**config.mk**
```make
export PLATFORM = sky130hd
export DESIGN_NAME = barcode_tx
export DESIGN_NICKNAME = d
export VERILOG_FILES = /design/src/rtl/bc_pkg.sv /design/src/rtl/bc_slot_timer.sv /design/src/rtl/barcode_tx.sv
export SDC_FILE = /design/constraint.sdc
export NUM_CORES = 1
export LEC_CHECK = 0
export ABC_AREA = 1
export BUFFER_PORTS_ARGS = -buffer_cell sky130_fd_sc_hd__buf_2
export CAP_MARGIN = 20
export CORE_MARGIN = 2
export CORE_UTILIZATION = 40
export CTS_CLUSTER_DIAMETER = 120
export DETAILED_ROUTE_END_ITERATION = 7
export HOLD_SLACK_MARGIN = 0.08
export SLEW_MARGIN = 20
export SYNTH_ARGS = -nofsm -noshare
export SYNTH_HDL_FRONTEND = slang
export SYNTH_HIERARCHICAL = 1
export SYNTH_SLANG_ARGS = --single-unit
export TNS_END_PERCENT = 50
```
**constraint.sdc**
```tcl
create_clock -name clk -period 4.9 [get_ports clk]
set_input_delay 0 -clock clk [delete_from_list [all_inputs] [get_ports clk]]
set_output_delay 0 -clock clk [all_outputs]
set_load 0.01 [all_outputs]
```
**src/rtl/bc_pkg.sv**
```systemverilog
`default_nettype none
// ============================================================================
//  Module      : bc_pkg
//  Description : Shared types and constants for the BC barcode line (tx/rx).
//  Revision    : 1.0
// ============================================================================
package bc_pkg;

    typedef enum logic [1:0] {
        IDLE = 2'd0,
        SYNC = 2'd1,
        DATA = 2'd2
    } bctx_state_t;

    localparam int NUM_BITS   = 8;
    localparam int BIT_IDX_W  = $clog2(NUM_BITS);
    localparam int MIN_PERIOD = 8;

endpackage : bc_pkg
`default_nettype wire

```
**src/rtl/bc_slot_timer.sv**
```systemverilog
`default_nettype none
// ============================================================================
//  Module      : bc_slot_timer
//  Description : Per-slot cycle counter and registered low/high line phase.
//  Revision    : 1.0
// ============================================================================
module bc_slot_timer #(
    parameter int PERIOD_W = 22
) (
    input  logic                clk,
    input  logic                rst_n,
    input  logic                start,
    input  logic                active,
    input  logic                last,
    input  logic [PERIOD_W-1:0] P,
    input  logic [PERIOD_W-1:0] L,
    output logic                line_low,
    output logic                slot_end
);

    logic [PERIOD_W-1:0] r_cnt;
    logic [PERIOD_W-1:0] w_cnt_inc;
    logic                r_low;
    logic                w_low_nxt;

    assign w_cnt_inc = r_cnt + 1'b1;
    assign slot_end  = (r_cnt == (P - 1'b1));

    // r_low is kept one step ahead so that it always equals (cnt < L) for the
    // current cnt; every slot opens low because L is never zero once P >= 8.
    always_comb begin
        w_low_nxt = 1'b0;
        if (start) begin
            w_low_nxt = 1'b1;
        end else if (active) begin
            if (slot_end) begin
                w_low_nxt = !last;
            end else begin
                w_low_nxt = (w_cnt_inc < L);
            end
        end
    end

    always_ff @(posedge clk or negedge rst_n) begin
        if (!rst_n) begin
            r_cnt <= '0;
            r_low <= 1'b0;
        end else begin
            if (start || slot_end || !active) begin
                r_cnt <= '0;
            end else begin
                r_cnt <= w_cnt_inc;
            end
            r_low <= w_low_nxt;
        end
    end

    assign line_low = r_low;

endmodule : bc_slot_timer
`default_nettype wire

```
**src/rtl/barcode_tx.sv**
```systemverilog
`default_nettype none
// ============================================================================
//  Module      : barcode_tx
//  Description : BC line generator: sync slot plus 8 pulse-width coded bits.
//  Revision    : 1.0
// ============================================================================
module barcode_tx #(
    parameter int PERIOD_W   = 22,
    parameter int MIN_PERIOD = bc_pkg::MIN_PERIOD
) (
    input  logic                clk,
    input  logic                rst_n,
    input  logic                send,
    input  logic [7:0]          tx_id,
    input  logic [PERIOD_W-1:0] period,
    output logic                BC,
    output logic                busy,
    output logic                done
);

    import bc_pkg::*;

    localparam logic [PERIOD_W-1:0]  c_min_period = PERIOD_W'(MIN_PERIOD);
    localparam logic [BIT_IDX_W-1:0] c_first_bit  = BIT_IDX_W'(NUM_BITS - 1);

    bctx_state_t           r_state;
    bctx_state_t           w_state_nxt;
    logic [BIT_IDX_W-1:0]  r_bit_idx;
    logic [7:0]            r_id;
    logic [PERIOD_W-1:0]   r_period;
    logic                  r_done;

    logic [PERIOD_W-1:0]   w_period_clamped;
    logic [PERIOD_W-1:0]   w_half;
    logic [PERIOD_W-1:0]   w_quarter;
    logic [PERIOD_W-1:0]   w_len;
    logic                  w_cur_bit;
    logic                  w_accept;
    logic                  w_active;
    logic                  w_last;
    logic                  w_done_nxt;
    logic                  w_slot_end;
    logic                  w_line_low;

    assign w_period_clamped = (period < c_min_period) ? c_min_period : period;
    assign w_half           = r_period >> 1;
    assign w_quarter        = r_period >> 2;
    assign w_cur_bit        = r_id[r_bit_idx];

    // ------------------------------------------------------------------
    // State register
    // ------------------------------------------------------------------
    always_ff @(posedge clk or negedge rst_n) begin
        if (!rst_n) begin
            r_state <= IDLE;
        end else begin
            r_state <= w_state_nxt;
        end
    end

    // ------------------------------------------------------------------
    // Next-state logic
    // ------------------------------------------------------------------
    always_comb begin
        w_state_nxt = r_state;
        case (r_state)
            IDLE: if (send)                                w_state_nxt = SYNC;
            SYNC: if (w_slot_end)                          w_state_nxt = DATA;
            DATA: if (w_slot_end && (r_bit_idx == '0))     w_state_nxt = IDLE;
            default:                                       w_state_nxt = IDLE;
        endcase
    end

    // ------------------------------------------------------------------
    // Output / control decode
    // ------------------------------------------------------------------
    always_comb begin
        w_accept   = 1'b0;
        w_active   = 1'b0;
        w_last     = 1'b0;
        w_done_nxt = 1'b0;
        w_len      = w_half;
        case (r_state)
            IDLE: begin
                w_accept = send;
            end
            SYNC: begin
                w_active = 1'b1;
                w_len    = w_half;
            end
            DATA: begin
                w_active   = 1'b1;
                w_last     = (r_bit_idx == '0);
                w_len      = w_cur_bit ? w_quarter : (w_half + w_quarter);
                w_done_nxt = w_last && w_slot_end;
            end
            default: ;
        endcase
    end

    // ------------------------------------------------------------------
    // Frame latches, bit index, done pulse
    // ------------------------------------------------------------------
    always_ff @(posedge clk or negedge rst_n) begin
        if (!rst_n) begin
            r_id      <= '0;
            r_period  <= '0;
            r_bit_idx <= '0;
            r_done    <= 1'b0;
        end else begin
            r_done <= w_done_nxt;
            if (w_accept) begin
                r_id     <= tx_id;
                r_period <= w_period_clamped;
            end
            if (w_slot_end) begin
                if (r_state == SYNC) begin
                    r_bit_idx <= c_first_bit;
                end else if (r_state == DATA) begin
                    r_bit_idx <= r_bit_idx - 1'b1;
                end
            end
        end
    end

    bc_slot_timer #(
        .PERIOD_W (PERIOD_W)
    ) u_slot_timer (
        .clk      (clk),
        .rst_n    (rst_n),
        .start    (w_accept),
        .active   (w_active),
        .last     (w_last),
        .P        (r_period),
        .L        (w_len),
        .line_low (w_line_low),
        .slot_end (w_slot_end)
    );

    // The line is the timer's phase flop; reset clears it, so BC idles high.
    assign BC   = ~w_line_low;
    assign busy = w_active;
    assign done = r_done;

endmodule : barcode_tx
`default_nettype wire

```
# Word-level counts from Yosys, hierarchy flattened
# Cells that the tools add are included.
[totals]
reg_bits = 59
input_bits = 33
out_inout_bits = 3
wordCells = 51
[classes]
add_sub_neg = 4
order_cmp = 3
eq_ne = 6
n_mux = 19
bitwise = 1
n_reduce_logical = 11
[op_table]
columns = ["cell", "count"]
rows = [
  ["$mux W22", 4],
  ["$add A21 B20 Y22", 1],
  ["$add A22 B1 Y22 const B", 1],
  ["$eq A22 B22 Y1", 1],
  ["$lt A22 B22 Y1", 1],
  ["$lt A22 B4 Y1 const B", 1],
  ["$sub A22 B1 Y22 const B", 1],
  ["$mux W1", 8],
  ["$mux W2", 3],
  ["$mux W3", 2],
  ["$pmux W2 S3", 1],
  ["$lt A3 B4 Y1 const B", 1],
  ["$ne A2 B2 Y1 const B", 2],
  ["$bmux W1 S3", 1],
  ["$logic_not A3 Y1", 1],
  ["$reduce_and A3 Y1", 1],
  ["$sub A3 B1 Y3 const B", 1],
  ["$eq A2 B1 Y1 const B", 1],
  ["$eq A2 B2 Y1 const B", 1],
  ["$logic_not A1 Y1", 2],
  ["$logic_not A2 Y1", 1],
  ["$logic_or A1 B1 Y1", 2],
  ["$ne A2 B1 Y1 const B", 1],
  ["$reduce_and A2 Y1", 1],
  ["4 further kinds", 4],
]

# Depth between registers and ports, before layout
# Gate-level depths: netlist (run 1).
[depth]
ltp_word = 8
ltp_mapped = 23
mapped_depth_nobuf = 23

# By module
# The synthesis (run 1) kept the hierarchy.
[by_module_without_submodules]
columns = ["mod", "instances", "cells_each", "area_each_um2"]
rows = [
  ["barcode_tx", 1, 526, 3286.9],
  ["bc_slot_timer", 1, 457, 2905.3],
]

# Worst setup path before layout (run 1)
# OpenSTA, ideal clock, no wires.
[synth_timing]
path_type = "register -> register"
startpoint = "register r_period[2]"
endpoint = "register u_slot_timer.r_low (netlist: u_slot_timer/line_low)"
setup_time_ns = 0.119
arrival_time_ns = 2.849
setup_slack_ns = 1.931
stages_incl_launch_ff = 21
n_path_buf = 0
path_cell_list = "dfrtp_1 -> ha_1 -> fa_1 -> nand2_1 -> nand3_1 -> o21ai_0 -> o21bai_1 -> nand2_1 -> nand2_1 -> nand2_1 -> nand3_1 -> nand2_1 -> inv_1 -> ha_1 -> nand2_1 -> nor4_1 -> nand4_1 -> nand3_1 -> nand2_1 -> nand3_1 -> nand2_1"
[synth_via]
elab_chain_cells = 7
[synth_lines]
columns = ["element", "line", "source"]
rows = [
  ["start: declaration", "barcode_tx.sv:30", "logic [PERIOD_W-1:0] r_period;"],
  ["start signal: assignment", "barcode_tx.sv:114", "r_period <= w_period_clamped;"],
  ["$add A21 B20 Y22", "barcode_tx.sv:94", "w_len = w_cur_bit ? w_quarter : (w_half + w_quarter);"],
  ["$mux W22", "barcode_tx.sv:94", ""],
  ["$mux W22", "barcode_tx.sv:83", "case (r_state)"],
  ["via w_len[16]", "barcode_tx.sv:36", "logic [PERIOD_W-1:0] w_len;"],
  ["$lt A22 B22 Y1", "bc_slot_timer.sv:39", "w_low_nxt = (w_cnt_inc < L);"],
  ["$mux W1", "bc_slot_timer.sv:36", "if (slot_end) begin"],
  ["$mux W1", "bc_slot_timer.sv:35", "end else if (active) begin"],
  ["$mux W1", "bc_slot_timer.sv:33", "if (start) begin"],
  ["via u_slot_timer.w_low_nxt", "bc_slot_timer.sv:24", "logic w_low_nxt;"],
  ["end signal: assignment", "bc_slot_timer.sv:54", "r_low <= w_low_nxt;"],
  ["end: declaration", "bc_slot_timer.sv:23", "logic r_low;"],
]
# The timed path passes the listed nets, and every way through them passes these cells.
# A chain may end at the register's enable or synchronous reset.

# Worst setup path after layout (run 1)
[layout_timing]
startpoint = "register r_state[0]"
endpoint = "register u_slot_timer.r_low (netlist: u_slot_timer/line_low)"
[layout_via]
elab_chain_cells = 6
[layout_lines]
columns = ["element", "line", "source"]
rows = [
  ["start: declaration", "barcode_tx.sv:26", "bctx_state_t r_state;"],
  ["start signal: assignment", "barcode_tx.sv:57", "r_state <= w_state_nxt;"],
  ["$eq A2 B2 Y1", "barcode_tx.sv:83", ""],
  ["$mux W22", "barcode_tx.sv:83", ""],
  ["via w_len[17]", "barcode_tx.sv:36", ""],
  ["$lt A22 B22 Y1", "bc_slot_timer.sv:39", ""],
  ["$mux W1", "bc_slot_timer.sv:36", ""],
  ["$mux W1", "bc_slot_timer.sv:35", ""],
  ["$mux W1", "bc_slot_timer.sv:33", ""],
  ["via u_slot_timer.w_low_nxt", "bc_slot_timer.sv:24", ""],
]
# The timed path passes the listed nets, and every way through them passes these cells.

==> results.toml, run 1 <==
[run_status]
outcome = "finished clean"

[floorplanning]
die_area_um2 = 16500
die_height_um = 128
rows = 45
initial_core_util_pct = 40.9
core_area_um2 = 15100
die_w_um = 128
pin_count = 36

[yosys]
avgSynthCellArea_um2 = 6.30
ys_seq_elements = 59
synth_cell_types = 42
synth_nets = 1067
ys_seq_area_share_pct = 23.8
synth_warnings = 6
syn_area_um2 = 6190
ys.flop_type = "dfrtp_1"
synthArstFlopShare_pct = 100
synth_cells = 983
synth_edf_count = 0

[clocking]
htreeDepth = 3
clkSinkCount = 59
clockBufferDepth = 2
clkTransAtPathRegs_ns = 0.06
clockRootBuffer = "clkbuf_16"
clk_latency_ns = 0.35
cts_tree = "yes"
cts_buffers = 9
postCtsSetupBuffers = 0

[worst_setup_path]
worstRegToRegCells = 15
critPathRequiredTime_ns = 5.14
rr_endpoint = "u_slot_timer/line_low"
worstPathArrival_ns = 3.94
cp_num_buf_inv = 3
critPathTopFamily = "simple AND/OR/NAND/NOR gates"
critPathSlowestCell = "nor2_2"
critPathMaxStageDelay_ns = 0.72
crit_type = "reg2reg"
endpoint_kind = "flip-flop"
path_max_fanout = 21
crit_chain = "inv_1 > ha_1 > inv_1 > nor2_2 > a21boi_0 > nand2_1 > inv_1 > ha_1 > nand2_1 > nor4_1 > nand4_1 > nand3_1 > nand2_1 > nand3_1 > nand2_1"
r2r_start = "r_state[0]"
reg2reg_slack_ns = 1.20
cp_common_cell = "nand2_1"
startpoint_type = "flip-flop"

[sta]
rsz0062_at_grt = "false"
fin_skew_ns = 0.0150
max_freq_mhz = 271
finalSetupViolCount = 0
slew_viol_final = 0
timing.final.crit_share_pct = 75.4
final.setup.tns_ns = 0
hold_viol = 0
period_minus_slack_ns = 3.70
tightest_slew_ns = 0.822
max-slew-margin-rel_pct = 45.2

[finish]
final_core_util_pct = 47.2
final_cell_mix = "337 x nand2_1, 139 x inv_1, 103 x nor2_1"
antenna_cells = 0
syn_to_final_growth_pct = 15.4
layout_commonest_cell = "nand2_1"
drive_above_1_share_pct = 8.89
nNetsFinal = 1136

[routing]
finalWirelength_um = 18800
antenna_left = 0
wire_per_inst_um = 15.1
avgViaCountPerCell = 5.12
drt_iter0_drc = 476
drc_errors = 0
vias = 6370
dr.pass1.iters = 6

[pwr]
powerDensity_nw_per_um2 = 161
leakage_nw = 3.87
ir_drop_mv = 0.162

[global_routing]
track_usage_pct = 24.4
grt_max_degree = 60
grt.overflow.total = 0
grt_pass1_wl_um = 31300
antenna_found_initial = 0
grt_pass1_vias = 6188

[placed_design]
port_buffers = 35
place.gp.congestion = 0.927
place_hpwl_um = 14500

[min_path]
hp-class = "in2async"

[job]
cap_violations = 0
## power by group
| part | switching (W) | internal (W) | leakage [nW] | total, W |
|---|---|---|---|---|
| Combinational | 0.0000201 | 0.0000266 | 2.96 | 0.0000467 |
| Sequential | 0 | 0.000487 | 0.774 | 0.000487 |
| Clock | 0.000270 | 0.000349 | 0.133 | 0.000619 |
## worst reg2reg max path: stages (launching register included)
cell	delay (ns)
dfrtp_1	0.38
inv_1	0.12
ha_1	0.37
inv_1	0.41
nor2_2	0.72
a21boi_0	0.20
nand2_1	0.11
inv_1	0.04
ha_1	0.28
nand2_1	0.07
nor4_1	0.47
nand4_1	0.15
nand3_1	0.10
nand2_1	0.05
nand3_1	0.06
nand2_1	0.05
## through the flow
| step | total power [W] | instances | worst slack (ns) | hold slack (ns) | instance area [um2] |
|---|---|---|---|---|---|
| 2_1_floorplan | 0.000497 | 983 | 1.93 | -0.296 | 6190 |
| 3_3_place_gp | 0.000524 | 1195 | 1.36 | 0.194 | 6520 |
| 3_5_place_dp | 0.000524 | 1195 | 1.30 | 0.198 | 6520 |
| 4_1_cts | 0.00117 | 1245 | 1.29 | 0.369 | 7150 |
| 5_1_grt | 0.00119 | 1245 | 0.925 | 0.397 | 7150 |
| 6_report | 0.00115 | 1245 | 1.20 | 0.368 | 7150 |
## final cells by class
| type | count | area, um2 |
|---|---|---|
| Clock buffer | 9 | 225 |
| Fill cell | 1561 | 8000 |
| Clock inverter | 7 | 58.8 |
| Timing Repair Buffer | 72 | 538 |
| Tap cell | 188 | 235 |
| Sequential cell | 59 | 1480 |
| Inverter | 142 | 533 |
| Multi-Input combinational cell | 768 | 4080 |
## flip-flops by register name (all words and copies together) (netlist names)
register,count
r_bit_idx,3
r_state,2
r_period,22
r_id,8
u_slot_timer/line_low,1
u_slot_timer/r_cnt,22
done,1
## how the worst max path moves through the flow
stage | slack (ns) | startpoint | cells past startpoint | to
6_report | 1.20 | r_state[0] | 15 | u_slot_timer/line_low
5_1_grt | 0.93 | r_state[0] | 15 | u_slot_timer/line_low
4_1_cts | 1.29 | r_state[0] | 15 | u_slot_timer/line_low
3_5_place_dp | 1.30 | r_state[0] | 15 | u_slot_timer/line_low
3_3_place_gp | 1.36 | r_period[2] | 20 | u_slot_timer/line_low
2_1_floorplan | 1.93 | r_period[2] | 20 | u_slot_timer/line_low
## kinds of logic (layout without fill, tap and decap cells)
family | after synthesis | in the layout | synth area share [%]
AOI/OAI and AO/OA | 80 | 80 | 7.72
xor gates and xnor gates | 43 | 43 | 6.20
adders and majority gates | 51 | 51 | 10.4
buffers and inverters | 156 | 230 | 10.2
DFF | 59 | 59 | 23.8
and+or+nand+nor | 594 | 594 | 41.6
## synth_stat cells, types with 2 or more instances
master / number / share of area [%]
a21boi_0: 4 / 0.48
a21boi_1: 4 / 0.48
a21oi_1: 30 / 2.4
a22oi_1: 2 / 0.24
buf_2: 2 / 0.16
buf_4: 2 / 0.24
buf_6: 3 / 0.55
clkbuf_1: 5 / 0.30
dfrtp_1: 59 / 24
ha_1: 50 / 10
inv_1: 139 / 8.4
inv_2: 2 / 0.12
nand2_1: 337 / 20
nand2_2: 3 / 0.30
nand3_1: 66 / 5.3
nand3b_1: 9 / 1.1
nand4_1: 21 / 2.1
nor2_1: 103 / 6.2
nor2_2: 21 / 2.1
nor2_4: 2 / 0.36
nor3_1: 9 / 0.73
nor4_1: 13 / 1.3
o211ai_1: 6 / 0.73
o21ai_0: 21 / 1.7
o21ai_1: 2 / 0.16
o21bai_1: 5 / 0.61
o221ai_1: 2 / 0.28
o22ai_1: 2 / 0.20
or2_2: 6 / 0.61
xnor2_1: 16 / 2.3
xor2_1: 26 / 3.7
## metal layers
layer	part of all wire, %	wire length [um]	vias up	global-route usage [%]
met5	0	0	-	0
met4	2.5	476	0	6.85
met3	4.6	862	27	4.03
met2	46	8720	162	41.6
met1	47	8780	2914	31.9
li1	-	-	3267	-
## timing repair
action,CTS,global route
hold endpoints to repair,90,0
hold buffers,34,0
setup endpoints to repair,0,0
resized for setup,0,0
Power figures use the tool's default switching activity.
==> inputs of run 2 (changes only) <==
clock period = 3.7 ns   (was 4.9 ns; I/O delays follow)
==> results.toml, run 2 (synthesis results as in run 1) <==
[run_status]
outcome = "finished clean"

[clocking]
htreeDepth = 3
cts_buffers = 9
clk_latency_ns = 0.35
clkTransAtPathRegs_ns = 0.06
clockRootBuffer = "clkbuf_16"
cts_tree = "yes"
clockBufferDepth = 2
clkSinkCount = 59
postCtsSetupBuffers = 0

[worst_setup_path]
critPathRequiredTime_ns = 3.92
path_max_fanout = 5
crit_type = "reg2reg"
critPathMaxStageDelay_ns = 0.41
endpoint_kind = "flip-flop"
worstRegToRegCells = 15
startpoint_type = "flip-flop"
crit_path_end = "r_state[0]"
r2r_start = "r_period[0]"
crit_chain = "inv_1 > ha_1 > nand3_1 > nor2_2 > nand2_1 > o21ai_1 > nand2_1 > nor3b_1 > nand3_1 > nor2_1 > nand3_1 > nand2_1 > o221ai_1 > nor2_1 > a21oi_1"
rr_endpoint = "r_state[0]"
critPathSlowestCell = "dfrtp_1"
reg2reg_slack_ns = 0.46
setup.worst_path.start = "r_period[0]"
worstPathArrival_ns = 3.45

[global_routing]
grt.overflow.total = 0
grt_pass1_wl_um = 31000
antenna_found_initial = 0
grt_pass1_vias = 6204
track_usage_pct = 24.1
grt_max_degree = 40

[finish]
antenna_cells = 0
final_area_um2 = 7250
reg_top3 = "r_period (22), u_slot_timer/r_cnt (22), r_id (8)"
syn_to_final_growth_pct = 17.0
layout_commonest_cell = "nand2_1"
nNetsFinal = 1148
instances_no_fill = 1257
drive_above_1_share_pct = 10.3
final_cell_mix = "337 x nand2_1, 139 x inv_1, 103 x nor2_1"

[sta]
hold_viol = 0
fin_skew_ns = 0.00843
max-slew-margin-rel_pct = 60.3
max_freq_mhz = 309
period_minus_slack_ns = 3.24
finalSetupViolCount = 0
slew_viol_final = 0
rsz0062_at_grt = "false"
fin_ws_ns = 0.463
tightest_slew_ns = 0.591
timing.final.crit_share_pct = 87.5
final.setup.tns_ns = 0

[pwr]
p_sw_w = 0.000372
leakage_nw = 3.94
p_seq_share_pct = 42.6
p_comb_share_pct = 4.0
ir_drop_mv = 0.235
p_clk_share_pct = 53.3
swShare_pct = 24.6
powerDensity_nw_per_um2 = 209
intPower_w = 0.00114

[placed_design]
place_hpwl_um = 14400
port_buffers = 35
dpl_worst_slack_ns = 0.294
place_area_um2 = 6630
place.gp.congestion = 0.925
dp_cells = 1209

[floorplanning]
initial_core_util_pct = 40.9
die_w_um = 128
rows = 45
pin_count = 36
core_area_um2 = 15100
die_height_um = 128
die_area_um2 = 16500

[job]
cap_violations = 0

[routing]
dr.pass1.iters = 5
avgViaCountPerCell = 5.05
drt_iter0_drc = 348
vias = 6353
drc_errors = 0
antenna_left = 0
wire_per_inst_um = 14.7
finalWirelength_um = 18500

[min_path]
hp-class = "in2reg"
## run 2: changes by cell type in the layout (fill, tap and decap cells not counted), sizes merged
cell / before / now
dlygate4sd3: 34 / 32
buf: 38 / 52
## run 2: worst min-delay path by stage
stage	from	endpoint	slack, ns	cells after the start
2_1_floorplan	rst_n	done	-0.30	0
3_3_place_gp	tx_id[4]	r_id[4]	0.19	3
3_5_place_dp	tx_id[7]	r_id[7]	0.20	3
4_1_cts	send	r_state[1]	0.10	4
5_1_grt	send	r_state[1]	0.19	4
6_report	send	r_state[1]	0.12	4
## run 2: cell type report
type | count | area [um2]
Clock buffer | 9 | 225
Sequential cell | 59 | 1480
Inverter | 142 | 533
Multi-Input combinational cell | 768 | 4090
Timing Repair Buffer | 84 | 626
Tap cell | 188 | 235
Fill cell | 1555 | 7900
Clock inverter | 7 | 58.8
## run 2: through the flow
step | util (%) | hold slack, ns | total power (W)
2_1_floorplan | - | -0.296 | 0.000658
3_3_place_gp | 43.8 | 0.195 | 0.000693
3_5_place_dp | 43.8 | 0.197 | 0.000693
4_1_cts | 47.8 | 0.103 | 0.00154
5_1_grt | 47.8 | 0.190 | 0.00158
6_report | 47.8 | 0.118 | 0.00151
## run 2: power by group through the flow
| stage | Combinational (W) | Sequential [W] | Clock [W] |
|---|---|---|---|
| after floorplan | 0.00000110 | 0.000657 | 0 |
| after global placement | 0.0000363 | 0.000657 | 0 |
| after detailed placement | 0.0000362 | 0.000657 | 0 |
| after CTS | 0.0000617 | 0.000645 | 0.000837 |
| after global routing | 0.0000681 | 0.000645 | 0.000863 |
| final | 0.0000612 | 0.000645 | 0.000808 |
## run 2: timing repair
| action | 4_1_cts | 5_1_grt |
|---|---|---|
| resized for setup | 0 | 3 |
| endpoints found under the setup margin | 0 | 1 |
| hold buffers | 32 | 0 |
| endpoints found under the hold margin | 68 | 0 |
## run 2: routing by layer
layer	GRT usage, %	vias to the layer above	part of all wire [%]
met2	40.1	168	45
met1	31.7	2868	48
met5	0	-	0
met3	3.49	35	4.1
li1	-	3282	-
met4	8.92	0	2.9
## run 2: worst max-delay path, delay by kind of cell (launching register included)
| family | cells | cell delay (ns) |
|---|---|---|
| adders and majority gates | 1 | 0.22 |
| and+or+nand+nor | 10 | 1.97 |
| DFF | 1 | 0.41 |
| buffers and inverters | 1 | 0.14 |
| AOI/OAI and AO/OA | 3 | 0.36 |
==> inputs of run 3 (changes only) <==
CORE_MARGIN = not set   (was 2)
==> results.toml, run 3 (synthesis results as in run 1) <==
[finish]
antenna_cells = 0
drive_above_1_share_pct = 9.85
layout_commonest_cell = "nand2_1"
reg_top3 = "r_period (22), u_slot_timer/r_cnt (22), r_id (8)"
syn_to_final_growth_pct = 17.3
final_cell_mix = "337 x nand2_1, 139 x inv_1, 103 x nor2_1"
nNetsFinal = 1146
multiInputGateArea_um2 = 4080
final.fill_count = 1575
area.sequential_um2 = 1480

[sta]
period_minus_slack_ns = 3.42
slew_viol_final = 0
max_freq_mhz = 292
fin_ws_ns = 0.276
tightest_slew_ns = 0.634
timing.final.crit_share_pct = 92.5
rsz0062_at_grt = "false"
fin_skew_ns = 0.0117
final.setup.tns_ns = 0
finalSetupViolCount = 0
hold_viol = 0
max-slew-margin-rel_pct = 57.7

[placed_design]
place.gp.congestion = 0.917
dpl_worst_slack_ns = 0.349
port_buffers = 35
place_hpwl_um = 14500

[clocking]
postCtsSetupBuffers = 0
clockBufferDepth = 2
clockRootBuffer = "clkbuf_16"
cts_buffers = 9
cts_tree = "yes"
clk_latency_ns = 0.35
htreeDepth = 3
clkTransAtPathRegs_ns = 0.06
clkSinkCount = 59

[floorplanning]
pin_count = 36
rows = 45
initial_core_util_pct = 40.9
die_area_um2 = 16000
die_height_um = 126
core_area_um2 = 15100
die_w_um = 126

[pwr]
power.total_w = 0.00165
ir_drop_mv = 0.237
leakage_nw = 3.95
powerDensity_nw_per_um2 = 228

[global_routing]
track_usage_pct = 25.4
grt_max_degree = 36
grt.overflow.total = 0
antenna_found_initial = 0
grt_pass1_vias = 6163
grt_pass1_wl_um = 31400

[worst_setup_path]
endpoint_kind = "flip-flop"
worstPathArrival_ns = 3.66
path_max_fanout = 4
startpoint_type = "flip-flop"
crit_type = "reg2reg"
critPathRequiredTime_ns = 3.93

[routing]
antenna_left = 0
finalWirelength_um = 18800
drt_iter0_drc = 466
avgViaCountPerCell = 5.06
drc_errors = 0
dr.pass1.iters = 5
vias = 6348
wire_per_inst_um = 15.0

[min_path]
hp-class = "in2reg"

[job]
cap_violations = 0

[run_status]
outcome = "finished clean"
[run 3: cell count changes in the layout (fill, tap and decap cells not counted)]
cell	delta
clkbuf_8	+2
inv_6	-3
o21ai_1	+1
clkinv_2	+1
clkinvlp_4	-2
clkinv_4	-1
o21ai_2	-1
buf_4	-3
nor4_1	+1
nor4_2	-1
bufinv_16	+2
buf_2	+1
[run 3: metal layers]
metal | routed length [um] | global-route usage, % | up-vias
li1 | - | - | 3289
met4 | 370 | 8.65 | 0
met5 | 0 | 0 | -
met1 | 8800 | 33.3 | 2868
met3 | 914 | 4.01 | 21
met2 | 8680 | 42.4 | 170
[run 3: report_power, final]
| group | switching, W | internal, W | total [W] |
|---|---|---|---|
| Clock | 0.000325 | 0.000622 | 0.000947 |
| Combinational | 0.0000270 | 0.0000345 | 0.0000615 |
| Sequential | 0 | 0.000646 | 0.000646 |
| Total | 0.000352 | 0.00130 | 0.00165 |
[run 3: worst max-delay path, stage by stage (launching register included)]
cell	delay (ns)
dfrtp_1	0.41
ha_1	0.27
fa_1	0.44
nand2_1	0.09
nand3_1	0.06
o21ai_0	0.23
o21bai_1	0.22
nand2_1	0.14
nand2_1	0.06
nand2_1	0.05
nand3_1	0.06
nand2_1	0.08
inv_1	0.04
ha_1	0.26
nand2_1	0.05
nor4_1	0.42
nand4_1	0.15
nand3_1	0.10
nand2_1	0.05
nand3_1	0.06
nand2_1	0.06
[run 3: final cells by class]
cell class                      count  area share [%]
Multi-Input combinational cell    768            56.2
Sequential cell                    59            20.3
Timing Repair Buffer               82            8.37
Inverter                          142            7.34
Clock buffer                       11            3.48
Tap cell                          188            3.24
Clock inverter                      4            1.02
[run 3: timing repair]
item / in CTS / in global routing
hold buffers: 32 / 0
endpoints found under the setup margin: 0 / 1
hold endpoints to repair: 57 / 0
resized for setup: 0 / 1
[run 3: final timing paths]
kind,cells past startpoint,startpoint,slack (ns),end
setup / recovery,20,r_period[1],0.28,u_slot_timer/line_low
setup reg to reg,20,r_period[1],0.28,u_slot_timer/line_low
hold / removal,4,send,0.12,r_state[0]
hold reg to reg,2,r_id[6],0.48,r_id[6]
max in group asynchronous,3,rst_n,2.56,r_period[1]
min in group asynchronous,2,rst_n,0.22,u_slot_timer/r_cnt[12]
[run 3: through the flow]
stage | hold slack, ns | cells | utilization (%) | cell area [um2]
floorplan | -0.296 | 983 | - | 6190
finish | 0.121 | 1254 | 47.9 | 7260
CTS | 0.109 | 1254 | 47.9 | 7260
global route | 0.171 | 1254 | 47.9 | 7260
global placement | 0.0733 | 1207 | 43.7 | 6610
detailed placement | 0.0671 | 1207 | 43.7 | 6610
